===== config.mk =====
export PLATFORM = sky130hd
export DESIGN_NAME = mem_access_unit
export DESIGN_NICKNAME = d
export VERILOG_FILES = /design/src/rtl/common_pkg.sv /design/src/rtl/pipes_pkg.sv /design/src/rtl/mem_access_unit_resp_fifo.sv /design/src/rtl/mem_access_unit.sv
export SDC_FILE = /design/constraint.sdc
export NUM_CORES = 1
export LEC_CHECK = 0
export CORE_MARGIN = 3
export CORE_UTILIZATION = 55
export DETAILED_ROUTE_END_ITERATION = 10
export PLACE_DENSITY = 0.88
export SYNTH_ARGS = -nofsm -noshare
export SYNTH_HDL_FRONTEND = slang
export SYNTH_SLANG_ARGS = --single-unit

===== constraint.sdc =====
create_clock -name clk -period 5.72 [get_ports clk]
set_input_delay 1.716 -clock clk [delete_from_list [all_inputs] [get_ports clk]]
set_output_delay 1.716 -clock clk [all_outputs]
set_load 0.05 [all_outputs]

===== src/rtl/common_pkg.sv =====
// Shared data-bus and access-size types used across the pipeline.
package common;

  typedef enum logic [1:0] {
    MSIZE1 = 2'd0,
    MSIZE2 = 2'd1,
    MSIZE4 = 2'd2,
    MSIZE8 = 2'd3
  } msize_t;

  typedef struct packed {
    logic        valid;
    logic [63:0] addr;
    msize_t      size;
    logic [7:0]  strobe;
    logic [63:0] data;
  } dbus_req_t;

  typedef struct packed {
    logic        addr_ok;
    logic        data_ok;
    logic [63:0] data;
  } dbus_resp_t;

endpackage


===== src/rtl/pipes_pkg.sv =====
// Load/store unit types and helpers: FSM states, result entry, size decode.
package pipes;
  import common::*;

  typedef enum logic [1:0] {
    IDLE  = 2'd0,
    BUS   = 2'd1,
    ABORT = 2'd2
  } lsu_state_t;

  // Bit n set means a response FIFO of n entries is supported.
  localparam logic [8:0] RESP_DEPTH_LEGAL = 9'b1_0001_0100;

  typedef struct packed {
    logic [63:0] data;
    logic [7:0]  tag;
    logic        misalign;
  } lsu_resp_t;

  function automatic logic resp_depth_legal(input int depth);
    logic [3:0] idx;
    idx = depth[3:0];
    return (depth >= 0) && (depth <= 8) && RESP_DEPTH_LEGAL[idx];
  endfunction

  // Low address bits that must be zero for a naturally aligned access.
  function automatic logic [2:0] size_lowmask(input msize_t size);
    unique case (size)
      MSIZE1:  return 3'b000;
      MSIZE2:  return 3'b001;
      MSIZE4:  return 3'b011;
      default: return 3'b111;
    endcase
  endfunction

  // Byte-enable pattern for an access starting at byte lane 0.
  function automatic logic [7:0] size_strobe(input msize_t size);
    unique case (size)
      MSIZE1:  return 8'h01;
      MSIZE2:  return 8'h03;
      MSIZE4:  return 8'h0F;
      default: return 8'hFF;
    endcase
  endfunction

  // Truncate right-aligned load data to the access size and extend it.
  function automatic logic [63:0] load_extend(input logic [63:0] d, input msize_t size,
                                              input logic sgn);
    unique case (size)
      MSIZE1:  return {{56{sgn & d[7]}}, d[7:0]};
      MSIZE2:  return {{48{sgn & d[15]}}, d[15:0]};
      MSIZE4:  return {{32{sgn & d[31]}}, d[31:0]};
      default: return d;
    endcase
  endfunction

endpackage


===== src/rtl/mem_access_unit_resp_fifo.sv =====
// Result queue between the load/store unit and writeback; power-of-two depth.
module resp_fifo #(
  parameter int  DEPTH   = 4,
  parameter type entry_t = logic
) (
  input  logic   clk,
  input  logic   reset,
  input  logic   clear,
  input  logic   push,
  input  entry_t push_data,
  input  logic   pop,
  output entry_t head,
  output logic   empty,
  output logic   full
);

  localparam int PW = $clog2(DEPTH);
  localparam logic [PW-1:0] PTR_ONE = PW'(1);
  localparam logic [PW:0]   CNT_ONE = (PW + 1)'(1);

  entry_t        mem [DEPTH];
  logic [PW-1:0] wr_ptr;
  logic [PW-1:0] rd_ptr;
  logic [PW:0]   count;
  logic          push_en;
  logic          pop_en;

  assign empty   = (count == '0);
  assign full    = count[PW];
  assign push_en = push & ~full;
  assign pop_en  = pop & ~empty;
  assign head    = mem[rd_ptr];

  // Pointer and occupancy tracking; clear discards everything queued.
  // NOTE: state is updated with <= so every flop samples pre-edge values.
  always_ff @(posedge clk or negedge reset) begin
    if (!reset) begin
      wr_ptr <= '0;
      rd_ptr <= '0;
      count  <= '0;
    end else if (clear) begin
      wr_ptr <= '0;
      rd_ptr <= '0;
      count  <= '0;
    end else begin
      if (push_en) wr_ptr <= wr_ptr + PTR_ONE;
      if (pop_en)  rd_ptr <= rd_ptr + PTR_ONE;
      unique case ({push_en, pop_en})
        2'b10:   count <= count + CNT_ONE;
        2'b01:   count <= count - CNT_ONE;
        default: count <= count;
      endcase
    end
  end

  // Entry storage.
  // NOTE: storage is not reset; an entry is only visible once count covers it.
  always_ff @(posedge clk) begin
    if (push_en && !clear) mem[wr_ptr] <= push_data;
  end

endmodule


===== src/rtl/mem_access_unit.sv =====
// Load/store unit: accepts one request at a time, runs at most one data-bus
// transaction, and queues results (bypass, misalign trap or bus result).
module mem_access_unit
  import common::*;
  import pipes::*;
#(
  parameter int RESP_DEPTH  = 4,
  parameter int ALIGN_CHECK = 1
) (
  input  logic        clk,
  input  logic        reset,
  input  logic        in_valid,
  output logic        in_ready,
  input  logic [63:0] in_addr,
  input  logic [63:0] in_wdata,
  input  msize_t      in_size,
  input  logic        in_read,
  input  logic        in_write,
  input  logic        in_signed,
  input  logic [7:0]  in_tag,
  input  logic        flush,
  output dbus_req_t   dreq,
  input  dbus_resp_t  dresp,
  output logic        out_valid,
  input  logic        out_ready,
  output logic [63:0] out_data,
  output logic [7:0]  out_tag,
  output logic        out_misalign,
  output logic        busy
);

  if (!resp_depth_legal(RESP_DEPTH)) begin : g_bad_depth
    $error("RESP_DEPTH must be 2, 4 or 8");
  end

  lsu_state_t  state_q, state_d;
  logic        ready_en_q;
  dbus_req_t   dreq_q;
  logic [7:0]  ctx_tag_q;
  logic        ctx_signed_q;
  logic        ctx_load_q;

  logic        fifo_full, fifo_empty, fifo_clear, fifo_push, fifo_pop;
  lsu_resp_t   push_entry, head;
  logic        issue, retire, bus_done, misalign, mem_op;
  logic [63:0] load_data;

  assign mem_op    = in_read | in_write;
  assign misalign  = (ALIGN_CHECK != 0) && ((in_addr[2:0] & size_lowmask(in_size)) != 3'b000);
  assign bus_done  = dreq_q.valid & dresp.addr_ok & dresp.data_ok;
  assign load_data = ctx_load_q
                   ? load_extend(dresp.data >> {dreq_q.addr[2:0], 3'b000}, dreq_q.size, ctx_signed_q)
                   : 64'h0;

  // Flush is ignored while an aborted transaction drains.
  assign fifo_clear = flush & (state_q != ABORT);
  assign fifo_pop   = out_valid & out_ready;

  // FSM state register; ready_en_q holds in_ready low until the first edge after reset.
  always_ff @(posedge clk or negedge reset) begin
    if (!reset) begin
      state_q    <= IDLE;
      ready_en_q <= 1'b0;
    end else begin
      state_q    <= state_d;
      ready_en_q <= 1'b1;
    end
  end

  // Next-state, handshake and FIFO push decisions.
  always_comb begin
    // NOTE: every output gets a default first so no path infers a latch.
    state_d    = state_q;
    in_ready   = 1'b0;
    fifo_push  = 1'b0;
    push_entry = '0;
    issue      = 1'b0;
    retire     = 1'b0;
    unique case (state_q)
      IDLE: begin
        in_ready = ready_en_q & ~fifo_full & ~flush;
        if (in_valid && in_ready) begin
          if (!mem_op || misalign) begin
            fifo_push  = 1'b1;
            push_entry = '{data: in_addr, tag: in_tag, misalign: mem_op & misalign};
          end else begin
            issue   = 1'b1;
            state_d = BUS;
          end
        end
      end
      BUS: begin
        if (bus_done) begin
          retire     = 1'b1;
          fifo_push  = ~flush;
          push_entry = '{data: load_data, tag: ctx_tag_q, misalign: 1'b0};
          state_d    = IDLE;
        end else if (flush) begin
          state_d = ABORT;
        end
      end
      ABORT: begin
        if (bus_done) begin
          retire  = 1'b1;
          state_d = IDLE;
        end
      end
      default: state_d = IDLE;
    endcase
  end

  // Bus request register: loaded on issue, held until the handshake edge.
  always_ff @(posedge clk or negedge reset) begin
    if (!reset) begin
      dreq_q       <= '0;
      ctx_tag_q    <= '0;
      ctx_signed_q <= 1'b0;
      ctx_load_q   <= 1'b0;
    end else if (issue) begin
      dreq_q.valid  <= 1'b1;
      dreq_q.addr   <= in_addr;
      dreq_q.size   <= in_size;
      dreq_q.strobe <= in_write ? (size_strobe(in_size) << in_addr[2:0]) : 8'h00;
      dreq_q.data   <= in_wdata << {in_addr[2:0], 3'b000};
      ctx_tag_q     <= in_tag;
      ctx_signed_q  <= in_signed;
      ctx_load_q    <= ~in_write;
    end else if (retire) begin
      dreq_q.valid <= 1'b0;
    end
  end

  resp_fifo #(
    .DEPTH   (RESP_DEPTH),
    .entry_t (lsu_resp_t)
  ) u_resp_fifo (
    .clk       (clk),
    .reset     (reset),
    .clear     (fifo_clear),
    .push      (fifo_push),
    .push_data (push_entry),
    .pop       (fifo_pop),
    .head      (head),
    .empty     (fifo_empty),
    .full      (fifo_full)
  );

  assign dreq         = dreq_q;
  assign busy         = (state_q != IDLE);
  assign out_valid    = ~fifo_empty;
  assign out_data     = head.data;
  assign out_tag      = head.tag;
  assign out_misalign = head.misalign;

endmodule


Yosys cells after proc, flatten, opt, wreduce, memory -nomap -nowiden
Memories as Yosys holds them, arrays and structs flattened. Cells that the tools add are included.

Latch bits: 0. Output and inout bits: 215. Bits in writable memories: 292. Flip-flop bits (word level): 159. Input bits: 212. Memories: 1. Bits in read-only memories: 0. Logic and storage cells: 105.

Memory list: u_resp_fifo.mem (words 4, bits a word 73, rd ports 1, clocked after Yosys merged registers in 0, write ports 1, line mem_access_unit_resp_fifo.sv:21) `entry_t mem [DEPTH];`.

$lt $le $gt $ge: 0. Bitwise gates (word level): 18. Divide/modulo/power cells: 0. Multipliers: 0. Reduce and logical (&&, ||, !) cells: 17. Muxes and demuxes: 36. Equality and inequality tests: 13. Add/sub/neg operators: 4. Shift-type cells: 3.

Operators with widths (count): $mux W73 (3); $pmux W64 S3 (1); $pmux W73 S2 (1); $mux W64 (1); $shl A64 B6 Y64 (1); $shr A64 B6 Y64 (1); $pmux W8 S3 (1); $mux W2 (9); $mux W8 (2); $mux W1 (13); $and A1 B1 Y1 (12); $pmux W3 S3 (1); $eq A2 B1 Y1 const B (4); $eq A2 B2 Y1 const B (4); $ne A2 B2 Y1 const B (4); $reduce_bool A2 Y1 (4); $shl A8 B3 Y8 (1); $logic_not A2 Y1 (3); $pmux W2 S3 (1); $pmux W3 S2 (1); $reduce_bool A3 Y1 (2); $add A2 B1 Y2 const B (2); $not A1 Y1 (4); $reduce_and A4 Y1 (1); other kinds (12) (14).

Longest topological paths before layout
Gate-level depths: netlist of run 1.

Depth after elaboration: 12. Gate-level depth with buffers: 9. Depth with buffers taken out: 9.

Cells and area by module
From an unflattened synthesis of run 1, not the netlist that was laid out.

Cells, all modules: 1456. Area, all modules: 21247.9 µm².

By module, submodules not included: resp_fifo (sequential area each 8943.6 µm², cells each 439, times used 1, area an instance 11059.4 µm²); mem_access_unit (sequential area each 3803.6 µm², cells each 1017, times used 1, area an instance 10188.5 µm²).

Worst setup path before layout of run 1
Ideal clock, no wire load.

Path type: input to output. Start point: input flush. End point: output in_ready. Path buffers: 0. Data arrival time: 3.351 ns. Required time: 4.004 ns. Stages: 1. Setup slack: 0.653 ns. Path through: nor4b_1.

Longest elaborated chain between the ends: 3.

RTL lines: from (decl) (line mem_access_unit.sv:21) `input logic flush,`; $not A1 Y1 (line mem_access_unit.sv:81) `in_ready = ready_en_q & ~fifo_full & ~flush;`; $and A1 B1 Y1 (line mem_access_unit.sv:81); $mux W1 (line mem_access_unit.sv:79) `unique case (state_q)`; to (decl) (line mem_access_unit.sv:13) `output logic in_ready,`.

No other way between the ends.

Final worst setup path of run 1
Same ends and word-level chain as after synthesis.

==> load_flow_metrics.sql, run 1 <==
INSERT INTO impl_metrics (metric_group, metric, value, unit) VALUES
('finish', 'sequential_cell_area', '0.0128', 'mm2'),
('finish', 'num-fill-cells', '2433', ''),
('finish', 'multiInputGateArea', '0.00786', 'mm2'),
('clocking', 'clock_sinks', '451', ''),
('timing', 'timing.final.setup_violations', '0', ''),
('synthesis', 'synth_enable_flop_cells', '292', ''),
('clocking', 'ctsLongestPathBuffers', '3', ''),
('global_route', 'grt_use_met2', '55.9', '%'),
('clocking', 'clkTransAtPathRegs', '60', 'ps'),
('synthesis', 'syn_avg_cell_area', '13.1', 'um2'),
('clocking', 'ctsHoldBuffers', '0', ''),
('synthesis', 'synth.yosys.warnings', '0', ''),
('setup_path', 'timing_worst_setup_path_type', 'in2out', ''),
('timing', 'timing.final.hold_violations', '0', ''),
('timing', 'finalCritPeriodShare', '90.4', '%'),
('placed_design', 'i_o_buffers', '426', ''),
('synthesis', 'post_synth_instance_area', '0.0212', 'mm2'),
('setup_path', 'crit_path_max_fanout', '8', ''),
('die', 'initial_core_util', '56.1', '%'),
('synthesis', 'syn_nets', '1837', ''),
('timing', 'final_max_slew_violation_count', '0', ''),
('finish', 'final_layout_size_suffix_gt1_share', '12.8', '%'),
('setup_path', 'crit_path_start_kind', 'primary input', ''),
('routing', 'postRouteWirelength', '70000', 'um'),
('placed_design', 'gp_congestion', '0.952', ''),
('setup_path', 'crit_path_top_delay_cell', 'sky130_fd_sc_hd__clkdlybuf4s50_1', ''),
('clocking', 'cts-resized-gates', '0', ''),
('finish', 'layout_commonest_cell', 'sky130_fd_sc_hd__clkdlybuf4s50_1', ''),
('die', 'die_w', '203', 'um'),
('routing', 'drt.antenna.violating_nets', '0', ''),
('finish', 'final_util', '72.3', '%'),
('die', 'die_height', '203', 'um'),
('global_route', 'groute.layer.met3.usage', '9.80', '%'),
('placed_design', 'placed_instance_count', '2465', ''),
('clocking', 'clock_buffer_count_from_cts', '46', ''),
('synthesis', 'predominant_post_synthesis_flop_cell', 'sky130_fd_sc_hd__edfxtp_1', ''),
('clocking', 'ctsRootBufferMaster', 'sky130_fd_sc_hd__clkbuf_16', ''),
('routing', 'drt_iter0_drc', '1822', ''),
('setup_path', 'cp-end-kind', 'output port', ''),
('global_route', 'gr-total-overflow', '0', ''),
('finish', 'final_nets', '2222', ''),
('synthesis', 'syn_inst', '1617', ''),
('timing', 'totalNegativeSetupSlack', '0', 'ps'),
('global_route', 'use_met1', '41.0', '%'),
('clocking', 'tritoncts_clock_tree', 'done', ''),
('timing', 'slew_headroom', '26.9', '%'),
('power_and_ir_drop', 'worst_ir_drop_vdd', '0.352', 'mV'),
('run_status', 'run_status', 'complete, no violations', ''),
('setup_path', 'critical-path-top-cell-by-count', 'sky130_fd_sc_hd__clkdlybuf4s50_1', ''),
('placed_design', 'hpwlAfterDp', '48300', 'um'),
('setup_path', 'critPathRequiredTime', '4000', 'ps'),
('global_route', 'grt_max_degree', '91', ''),
('timing', 'fin_crit', '5170', 'ps'),
('synthesis', 'yosysSeqAreaShare', '60.0', '%'),
('worst_hold_path', 'hold_crit_path_type', 'reg2reg', ''),
('clocking', 'cts_setup_buffers', '0', ''),
('clocking', 'cts_htree_levels', '2', ''),
('die', 'floorplan.core_area', '0.0378', 'mm2'),
('global_route', 'antenna_found_initial', '9', ''),
('synthesis', 'synth-seq-cells', '451', ''),
('timing', 'achievable-frequency', '0.193', 'GHz'),
('setup_path', 'max_stage_delay', '850', 'ps'),
('die', 'placementRows', '71', ''),
('power_and_ir_drop', 'power_density', '493', 'mW/mm2'),
('timing', 'tightest_slew', '1090', 'ps'),
('routing', 'num_vias', '16273', ''),
('power_and_ir_drop', 'power_leakage', '0.0105', 'uW'),
('routing', 'detail_route.wl_per_cell', '27.4', 'um'),
('setup_path', 'cp.arrival', '3450', 'ps'),
('setup_path', 'crit_path_cell_trace', 'clkdlybuf4s50_1, nor4b_1, clkdlybuf4s50_1', ''),
('die', 'io_pins', '427', '');
-- worst paths after layout --
path	startpoint	end	cells past startpoint
worst max-delay path	flush	in_ready	3
worst min-delay path	dreq[29]	dreq[29]	2
worst max register to register	dreq[74]	u_resp_fifo.mem[0][28]	6
worst min register to register	dreq[29]	dreq[29]	2
max in group asynchronous	reset	dreq[89]	2
min in group asynchronous	reset	dreq[11]	1
-- logic make-up (layout without fill, tap and decap cells) --
logic type	Yosys count	count (layout)	synth area share, %
flip-flops	451	451	60.0
AND/OR/NAND/NOR	502	502	9.72
buffers and inverters	132	555	3.14
adder cells (fa/ha/maj)	8	8	0.506
other	1	6	0.0176
AO/OA/AOI/OAI	305	305	10.1
multiplexers	215	215	16.4
XOR/XNOR	3	3	0.124
-- cell type report --
type,instances,share of cell area [%]
Sequential cell,451,46.6
Multi-Input combinational cell,1034,28.7
Timing Repair Buffer,456,16.7
Clock buffer,56,4.42
Tap cell,511,2.34
Clock inverter,30,1.01
Inverter,13,0.178
Antenna cell,5,0.0457
-- through the flow --
step	setup slack (ps)	instance area (um2)	total power, uW	hold WS [ps]
after detailed placement	594	25900	10500	460
final	551	27400	13500	473
after CTS	569	27400	13500	473
after global placement	571	25900	10400	456
after floorplan	653	21200	8400	447
after global routing	483	27400	13900	504
-- flip-flops by register name (all words and copies together), names as in the netlist --
register / count
u_resp_fifo.rd_ptr: 2
u_resp_fifo.wr_ptr: 2
u_resp_fifo.count: 3
ctx_signed_q: 1
ready_en_q: 1
state_q: 2
u_resp_fifo.mem: 292
ctx_load_q: 1
dreq: 139
ctx_tag_q: 8
-- power breakdown --
part / switching [uW] / internal (uW)
sequential: 386 / 3990
combinational: 3990 / 2130
clock: 1290 / 1700
-- routing by layer --
metal | share of wire, % | routed length (um) | vias to the layer above
li1 | - | - | 6845
met1 | 34 | 23800 | 7950
met2 | 48 | 33600 | 1240
met3 | 12 | 8480 | 228
met4 | 5.8 | 4080 | 10
met5 | 0.073 | 51 | -
-- cell usage after synthesis, drive strengths merged (11+ instances only) --
cell type    n  share of area (%)
a211oi      22               0.78
a21oi       54                1.3
a22o        46                1.9
a22oi       16               0.57
buf         80                2.2
clkbuf      39               0.69
dfrtp      159                 19
edfxtp     292                 41
inv         13               0.23
mux2        20                1.1
mux2i       91                4.3
mux4       104                 11
nand2      323                5.7
nand3       13               0.31
nor2       118                2.2
nor2b       11               0.32
o21a        14               0.49
o21ai       60                1.4
o22ai       20               0.59
o31ai       13               0.46
-- worst max-delay path: cells and delay by family --
kind | cells | cell delay [ps]
buffers and inverters | 2 | 1400
AND/OR/NAND/NOR | 1 | 330
Note: power is estimated with default switching activity, not from simulation.
==> run 2: changes to the inputs <==
--- a/config.mk
+++ b/config.mk
@@ -9,6 +9,7 @@
 export CORE_UTILIZATION = 55
 export DETAILED_ROUTE_END_ITERATION = 10
 export PLACE_DENSITY = 0.88
+export RECOVER_POWER = 25
 export SYNTH_ARGS = -nofsm -noshare
 export SYNTH_HDL_FRONTEND = slang
 export SYNTH_SLANG_ARGS = --single-unit
==> run 2 against run 1 <==
The flow now finishes with violations (max-capacitance violations, max-slew violations). Combinational power is 1% lower. Register-to-register slack better by 40 ps. Maximum frequency is 1.3% lower. Sequential share of layout area is 0.068 points higher. Via count is 0.33% higher. Final area is 0.15% lower. First-iteration DRC count is 0.49% lower. Worst setup slack worse by 68 ps. Core utilization is 0.11 points lower. Non-clock buffer count stayed put. Clock skew is 0.91 ps higher. Sequential power hardly changed. Critical path type unchanged. Critical endpoint unchanged. Highest routed layer unchanged.
==> load_flow_metrics.sql, run 2 (synthesis gave the netlist of run 1 again) <==
INSERT INTO impl_metrics (metric_group, metric, value, unit) VALUES
('global_route', 'gr-total-overflow', '0', ''),
('die', 'dieArea', '0.0410', 'mm2'),
('flow_run', 'drv.max_cap_violation_count', '2', ''),
('placed_design', 'i_o_buffers', '426', ''),
('global_route', 'grtUsageTotal', '33.8', '%'),
('clocking', 'cts_htree_levels', '2', ''),
('setup_path', 'crit_path_cell_trace', 'dlygate4sd3_1, nor4b_1, clkdlybuf4s50_1', ''),
('timing', 'fin_skew', '14.5', 'ps'),
('setup_path', 'max_stage_delay', '850', 'ps'),
('routing', 'num_vias', '16327', ''),
('routing', 'drt_iter0_drc', '1813', ''),
('timing', 'timing.final.hold_violations', '0', ''),
('finish', 'area.growth.synth_to_final', '28.6', '%'),
('timing', 'slew_headroom', '-67.5', '%'),
('setup_path', 'crit_path_start_kind', 'primary input', ''),
('global_route', 'grt_pass1_wl', '104000', 'um'),
('finish', 'largest_register_ff_count', '292', ''),
('die', 'placementRows', '71', ''),
('routing', 'detail_route.wl_per_cell', '27.4', 'um'),
('timing', 'tightest_slew', '2510', 'ps'),
('die', 'initial_core_util', '56.1', '%'),
('setup_path', 'cp-end-kind', 'output port', ''),
('finish', 'layout_common_cells', '369 x sky130_fd_sc_hd__clkdlybuf4s50_1, 321 x sky130_fd_sc_hd__nand2_1, 292 x sky130_fd_sc_hd__edfxtp_1', ''),
('die', 'floorplan.core_area', '0.0378', 'mm2'),
('clocking', 'ctsHoldBuffers', '0', ''),
('run_status', 'run_status', 'finished, violations left', ''),
('timing', 'achievable-frequency', '0.191', 'GHz'),
('routing', 'drt.antenna.violating_nets', '0', ''),
('worst_hold_path', 'hold_crit_path_type', 'reg2reg', ''),
('clocking', 'ctsRootBufferMaster', 'sky130_fd_sc_hd__clkbuf_16', ''),
('setup_path', 'crit_path_max_fanout', '8', ''),
('global_route', 'grt_pass1_vias', '16519', ''),
('routing', 'drt_pass1_iterations', '5', ''),
('clocking', 'cts-resized-gates', '0', ''),
('clocking', 'cts_setup_buffers', '0', ''),
('finish', 'layout_commonest_cell', 'sky130_fd_sc_hd__clkdlybuf4s50_1', ''),
('placed_design', 'gp_congestion', '0.952', ''),
('timing', 'grt_setup_unrepaired', 'false', ''),
('finish', 'num-fill-cells', '2440', ''),
('timing', 'finalCritPeriodShare', '91.6', '%'),
('power_and_ir_drop', 'p_total', '13400', 'uW'),
('clocking', 'clock_sinks', '451', ''),
('die', 'die_w', '203', 'um'),
('routing', 'route.detailed.vias_per_inst', '6.39', ''),
('finish', 'final_layout_size_suffix_gt1_share', '12.5', '%'),
('setup_path', 'timing_worst_setup_path_type', 'in2out', ''),
('die', 'io_pins', '427', ''),
('timing', 'final_max_slew_violation_count', '166', ''),
('power_and_ir_drop', 'power_density', '491', 'mW/mm2'),
('timing', 'timing.final.setup_violations', '0', ''),
('routing', 'postRouteWirelength', '70000', 'um'),
('clocking', 'ctsLongestPathBuffers', '3', ''),
('timing', 'fin_crit', '5240', 'ps'),
('setup_path', 'critPathRequiredTime', '4000', 'ps'),
('finish', 'register_bank_with_the_most_flops', 'u_resp_fifo.mem', ''),
('clocking', 'clk-insertion-delay-late', '580', 'ps'),
('timing', 'totalNegativeSetupSlack', '0', 'ps'),
('clocking', 'clock_buffer_count_from_cts', '46', ''),
('power_and_ir_drop', 'power_leakage', '0.0105', 'uW'),
('clocking', 'clkTransAtPathRegs', '60', 'ps'),
('die', 'die_height', '203', 'um'),
('routing', 'route.detailed.drc', '0', ''),
('finish', 'final_nets', '2222', ''),
('setup_path', 'cp.arrival', '3520', 'ps'),
('run_status', 'failed_checks', 'max-capacitance violations, max-slew violations', ''),
('setup_path', 'crit_path_top_delay_cell', 'sky130_fd_sc_hd__clkdlybuf4s50_1', ''),
('placed_design', 'hpwlAfterDp', '48300', 'um'),
('global_route', 'antenna_found_initial', '9', ''),
('clocking', 'tritoncts_clock_tree', 'done', ''),
('power_and_ir_drop', 'worst_ir_drop_vdd', '0.346', 'mV'),
('global_route', 'grt_max_degree', '91', '');
-- run 2: cell type report --
type / count / area (um2) / area share (%)
multi-input combinational: 1034 / 7840 / 28.7
clock inverter: 30 / 275 / 1.01
sequential: 451 / 12800 / 46.7
timing repair buffer: 456 / 4540 / 16.6
tap: 511 / 639 / 2.34
clock buffer: 56 / 1210 / 4.42
inverter: 13 / 48.8 / 0.179
antenna: 5 / 12.5 / 0.0458
-- run 2: path summary, 6_finish.rpt --
path / startpoint / end / cells past startpoint / slack, ps
max reg2reg: dreq[74] / u_resp_fifo.mem[0][28] / 6 / 2420
min in group asynchronous: reset / dreq[11] / 1 / 1890
max in group asynchronous: reset / u_resp_fifo.rd_ptr[1] / 1 / 2030
min: dreq[29] / dreq[29] / 2 / 470
max: flush / in_ready / 3 / 480
min reg2reg: dreq[29] / dreq[29] / 2 / 470
-- run 2: critical path, delay by kind of cell --
kind | cells | cell delay (ps)
buf+inv | 2 | 1500
simple gates | 1 | 310
-- run 2: where the power goes --
group | internal [uW] | switching (uW)
combinational | 2070 | 3990
sequential | 3990 | 378
clock | 1700 | 1290
total | 7750 | 5670
-- run 2: per-stage QoR --
step           instances  hold WS [ps]  util, %  setup WS (ps)  cell area [um2]
3_5_place_dp        2465           460     68.4            594            25900
6_report            2556           467     72.2            483            27300
3_3_place_gp        2465           456     68.4            571            25900
2_1_floorplan       1617           447        -            653            21200
5_1_grt             2554           499     72.2            409            27300
4_1_cts             2551           473     72.3            569            27400
-- run 2: layer usage --
layer / global-route usage (%) / wire length (um) / vias to the layer above
met1: 41.0 / 24100 / 7987
met4: 16.6 / 4100 / 10
li1: - / - / 6844
met2: 55.9 / 33600 / 1246
met5: 0 / 51 / -
met3: 9.80 / 8130 / 240
==> run 3: changes to the inputs <==
--- a/config.mk
+++ b/config.mk
@@ -8,6 +8,7 @@
 export CORE_MARGIN = 3
 export CORE_UTILIZATION = 55
 export DETAILED_ROUTE_END_ITERATION = 10
+export GPL_ROUTABILITY_DRIVEN = 0
 export PLACE_DENSITY = 0.88
 export RECOVER_POWER = 25
 export SYNTH_ARGS = -nofsm -noshare
==> run 3 against run 2 <==
The flow still finishes with violations (max-capacitance violations, max-slew violations). Power is essentially flat. Critical endpoint unchanged. Register-to-register slack lost 480 ps. Maximum frequency shrank 1.6%. Cell count shrank 0.12%.
==> load_flow_metrics.sql, run 3 (synthesis gave the netlist of run 1 again) <==
INSERT INTO impl_metrics (metric_group, metric, value, unit) VALUES
('clocking', 'clock_buffer_count_from_cts', '46', ''),
('routing', 'num_vias', '16370', ''),
('power_and_ir_drop', 'internal-power', '7790', 'uW'),
('timing', 'tightest_slew', '2290', 'ps'),
('power_and_ir_drop', 'seqPwrFrac', '32.4', '%'),
('power_and_ir_drop', 'clock_power_share', '22.5', '%'),
('clocking', 'clkTransAtPathRegs', '60', 'ps'),
('finish', 'layout_common_cells', '349 x sky130_fd_sc_hd__clkdlybuf4s50_1, 323 x sky130_fd_sc_hd__nand2_1, 292 x sky130_fd_sc_hd__edfxtp_1', ''),
('clocking', 'cts_setup_buffers', '0', ''),
('timing', 'grt_setup_unrepaired', 'false', ''),
('routing', 'drt_pass1_iterations', '8', ''),
('clocking', 'tritoncts_clock_tree', 'done', ''),
('setup_path', 'regToRegStartpoint', 'u_resp_fifo.count[2]', ''),
('run_status', 'run_status', 'finished, violations left', ''),
('placed_design', 'i_o_buffers', '426', ''),
('global_route', 'grtUsageTotal', '33.2', '%'),
('placed_design', 'hpwlAfterDp', '47300', 'um'),
('finish', 'area.growth.synth_to_final', '28.7', '%'),
('timing', 'final_max_slew_violation_count', '152', ''),
('setup_path', 'timing_worst_setup_path_type', 'in2out', ''),
('die', 'placementRows', '71', ''),
('timing', 'achievable-frequency', '0.188', 'GHz'),
('timing', 'fin_skew', '23.7', 'ps'),
('global_route', 'grt_max_degree', '85', ''),
('power_and_ir_drop', 'power_density', '491', 'mW/mm2'),
('die', 'dieArea', '0.0410', 'mm2'),
('setup_path', 'critPathRequiredTime', '4000', 'ps'),
('worst_hold_path', 'hold_path_end', 'dreq[5]', ''),
('setup_path', 'max_stage_delay', '870', 'ps'),
('worst_hold_path', 'hold_crit_path_type', 'reg2reg', ''),
('finish', 'final_nets', '2222', ''),
('timing', 'fin_crit', '5320', 'ps'),
('timing', 'finalCritPeriodShare', '93.1', '%'),
('global_route', 'gr-total-overflow', '0', ''),
('clocking', 'clk-insertion-delay-late', '580', 'ps'),
('finish', 'final_layout_size_suffix_gt1_share', '12.5', '%'),
('power_and_ir_drop', 'power_switching_share', '42.0', '%'),
('setup_path', 'cp.arrival', '3610', 'ps'),
('run_status', 'failed_checks', 'max-capacitance violations, max-slew violations', ''),
('routing', 'postRouteWirelength', '69200', 'um'),
('die', 'floorplan.core_area', '0.0378', 'mm2'),
('finish', 'postLayoutCellArea', '0.0273', 'mm2'),
('routing', 'drt_iter0_drc', '1845', ''),
('power_and_ir_drop', 'power.net_switching', '5640', 'uW'),
('global_route', 'grt_pass1_vias', '16530', ''),
('flow_run', 'drv.max_cap_violation_count', '2', ''),
('routing', 'route.detailed.drc', '0', ''),
('clocking', 'ctsHoldBuffers', '0', ''),
('die', 'die_height', '203', 'um'),
('timing', 'timing.final.hold_violations', '0', ''),
('setup_path', 'crit_path_top_delay_cell', 'sky130_fd_sc_hd__clkdlybuf4s50_1', ''),
('timing', 'slew_headroom', '-52.7', '%'),
('finish', 'num-fill-cells', '2414', ''),
('setup_path', 'ff_to_ff_path_depth', '6', ''),
('power_and_ir_drop', 'worst_ir_drop_vdd', '0.353', 'mV'),
('setup_path', 'crit_path_max_fanout', '8', ''),
('worst_hold_path', 'min-delay-start', 'dreq[5]', ''),
('setup_path', 'crit_path_start_kind', 'primary input', ''),
('placed_design', 'placed_cell_area', '0.0259', 'mm2'),
('setup_path', 'worst_setup_path_startpoint', 'flush', ''),
('clocking', 'ctsRootBufferMaster', 'sky130_fd_sc_hd__clkbuf_16', ''),
('worst_hold_path', 'min_delay_path_depth', '2', ''),
('routing', 'route.detailed.vias_per_inst', '6.41', ''),
('global_route', 'antenna_found_initial', '5', ''),
('die', 'initial_core_util', '56.1', '%'),
('clocking', 'cts_htree_levels', '2', ''),
('finish', 'largest_register_ff_count', '292', ''),
('routing', 'detail_route.wl_per_cell', '27.1', 'um'),
('setup_path', 'regToRegEndpoint', 'dreq[111]', ''),
('die', 'die_w', '203', 'um'),
('setup_path', 'timing.reg2reg.setup_slack', '1940', 'ps'),
('global_route', 'grt_pass1_wl', '102000', 'um'),
('finish', 'layout_commonest_cell', 'sky130_fd_sc_hd__clkdlybuf4s50_1', ''),
('timing', 'totalNegativeSetupSlack', '0', 'ps'),
('clocking', 'ctsLongestPathBuffers', '3', ''),
('setup_path', 'cp-end-kind', 'output port', ''),
('setup_path', 'path_delay_family', 'buffers and inverters', ''),
('clocking', 'cts-resized-gates', '0', ''),
('setup_path', 'crit_path_cell_trace', 'dlygate4sd3_1, nor4b_1, clkdlybuf4s50_1', ''),
('clocking', 'clock_sinks', '451', ''),
('power_and_ir_drop', 'p_comb_share', '45.1', '%'),
('routing', 'drt.antenna.violating_nets', '0', ''),
('setup_path', 'cp.buffers_inverters', '2', ''),
('finish', 'register_bank_with_the_most_flops', 'u_resp_fifo.mem', ''),
('timing', 'timing.final.setup_violations', '0', ''),
('die', 'io_pins', '427', ''),
('power_and_ir_drop', 'power_leakage', '0.0106', 'uW');
==> run 3: area by class of cell <==
cell class | instances | area [um2] | share of cell area [%]
tap | 511 | 639 | 2.34
timing repair buffer | 456 | 4530 | 16.6
multi-input combinational | 1034 | 7830 | 28.6
clock inverter | 22 | 236 | 0.865
inverter | 13 | 48.8 | 0.178
antenna | 3 | 7.51 | 0.0275
sequential | 451 | 12800 | 46.7
clock buffer | 63 | 1280 | 4.70
==> run 3: worst max path at each step <==
| stage | endpoint | slack, ps | cells past startpoint |
|---|---|---|---|
| after floorplan | in_ready | 650 | 1 |
| after global placement | in_ready | 540 | 3 |
| after detailed placement | in_ready | 530 | 3 |
| after CTS | in_ready | 500 | 3 |
| after global routing | in_ready | 340 | 3 |
| final | in_ready | 400 | 3 |
==> run 3: tightest hold or removal path, cell delays in order (launching register included) <==
cell and delay, ps:
sky130_fd_sc_hd__dfrtp_1 340, sky130_fd_sc_hd__nand2_1 50, sky130_fd_sc_hd__nand2_1 40
==> run 3: power groups by stage <==
stage          clock (uW)  combinational, uW  sequential (uW)
2_1_floorplan           0               2690             5720
3_3_place_gp            0               5960             4390
3_5_place_dp            0               6040             4420
4_1_cts              3060               6100             4360
5_1_grt              3190               6280             4410
6_report             3030               6050             4350
==> run 3: through the flow <==
step	worst slack (ps)	utilization (%)	total power, uW	hold WS [ps]	std cells
final	397	72.2	13400	465	2553
after global routing	339	72.2	13900	492	2552
after CTS	502	72.4	13500	476	2550
after detailed placement	525	68.4	10500	462	2465
after global placement	542	68.4	10400	458	2465
after floorplan	653	-	8400	447	1617
==> run 3: metal layers <==
layer	part of all wire (%)	global-route usage (%)	routed length, um	up-vias
met3	12	9.17	8430	232
met4	5.6	16.7	3850	6
met1	33	39.2	22800	8037
met2	49	56.2	34100	1253
li1	-	-	-	6842
met5	0.043	0	30	-
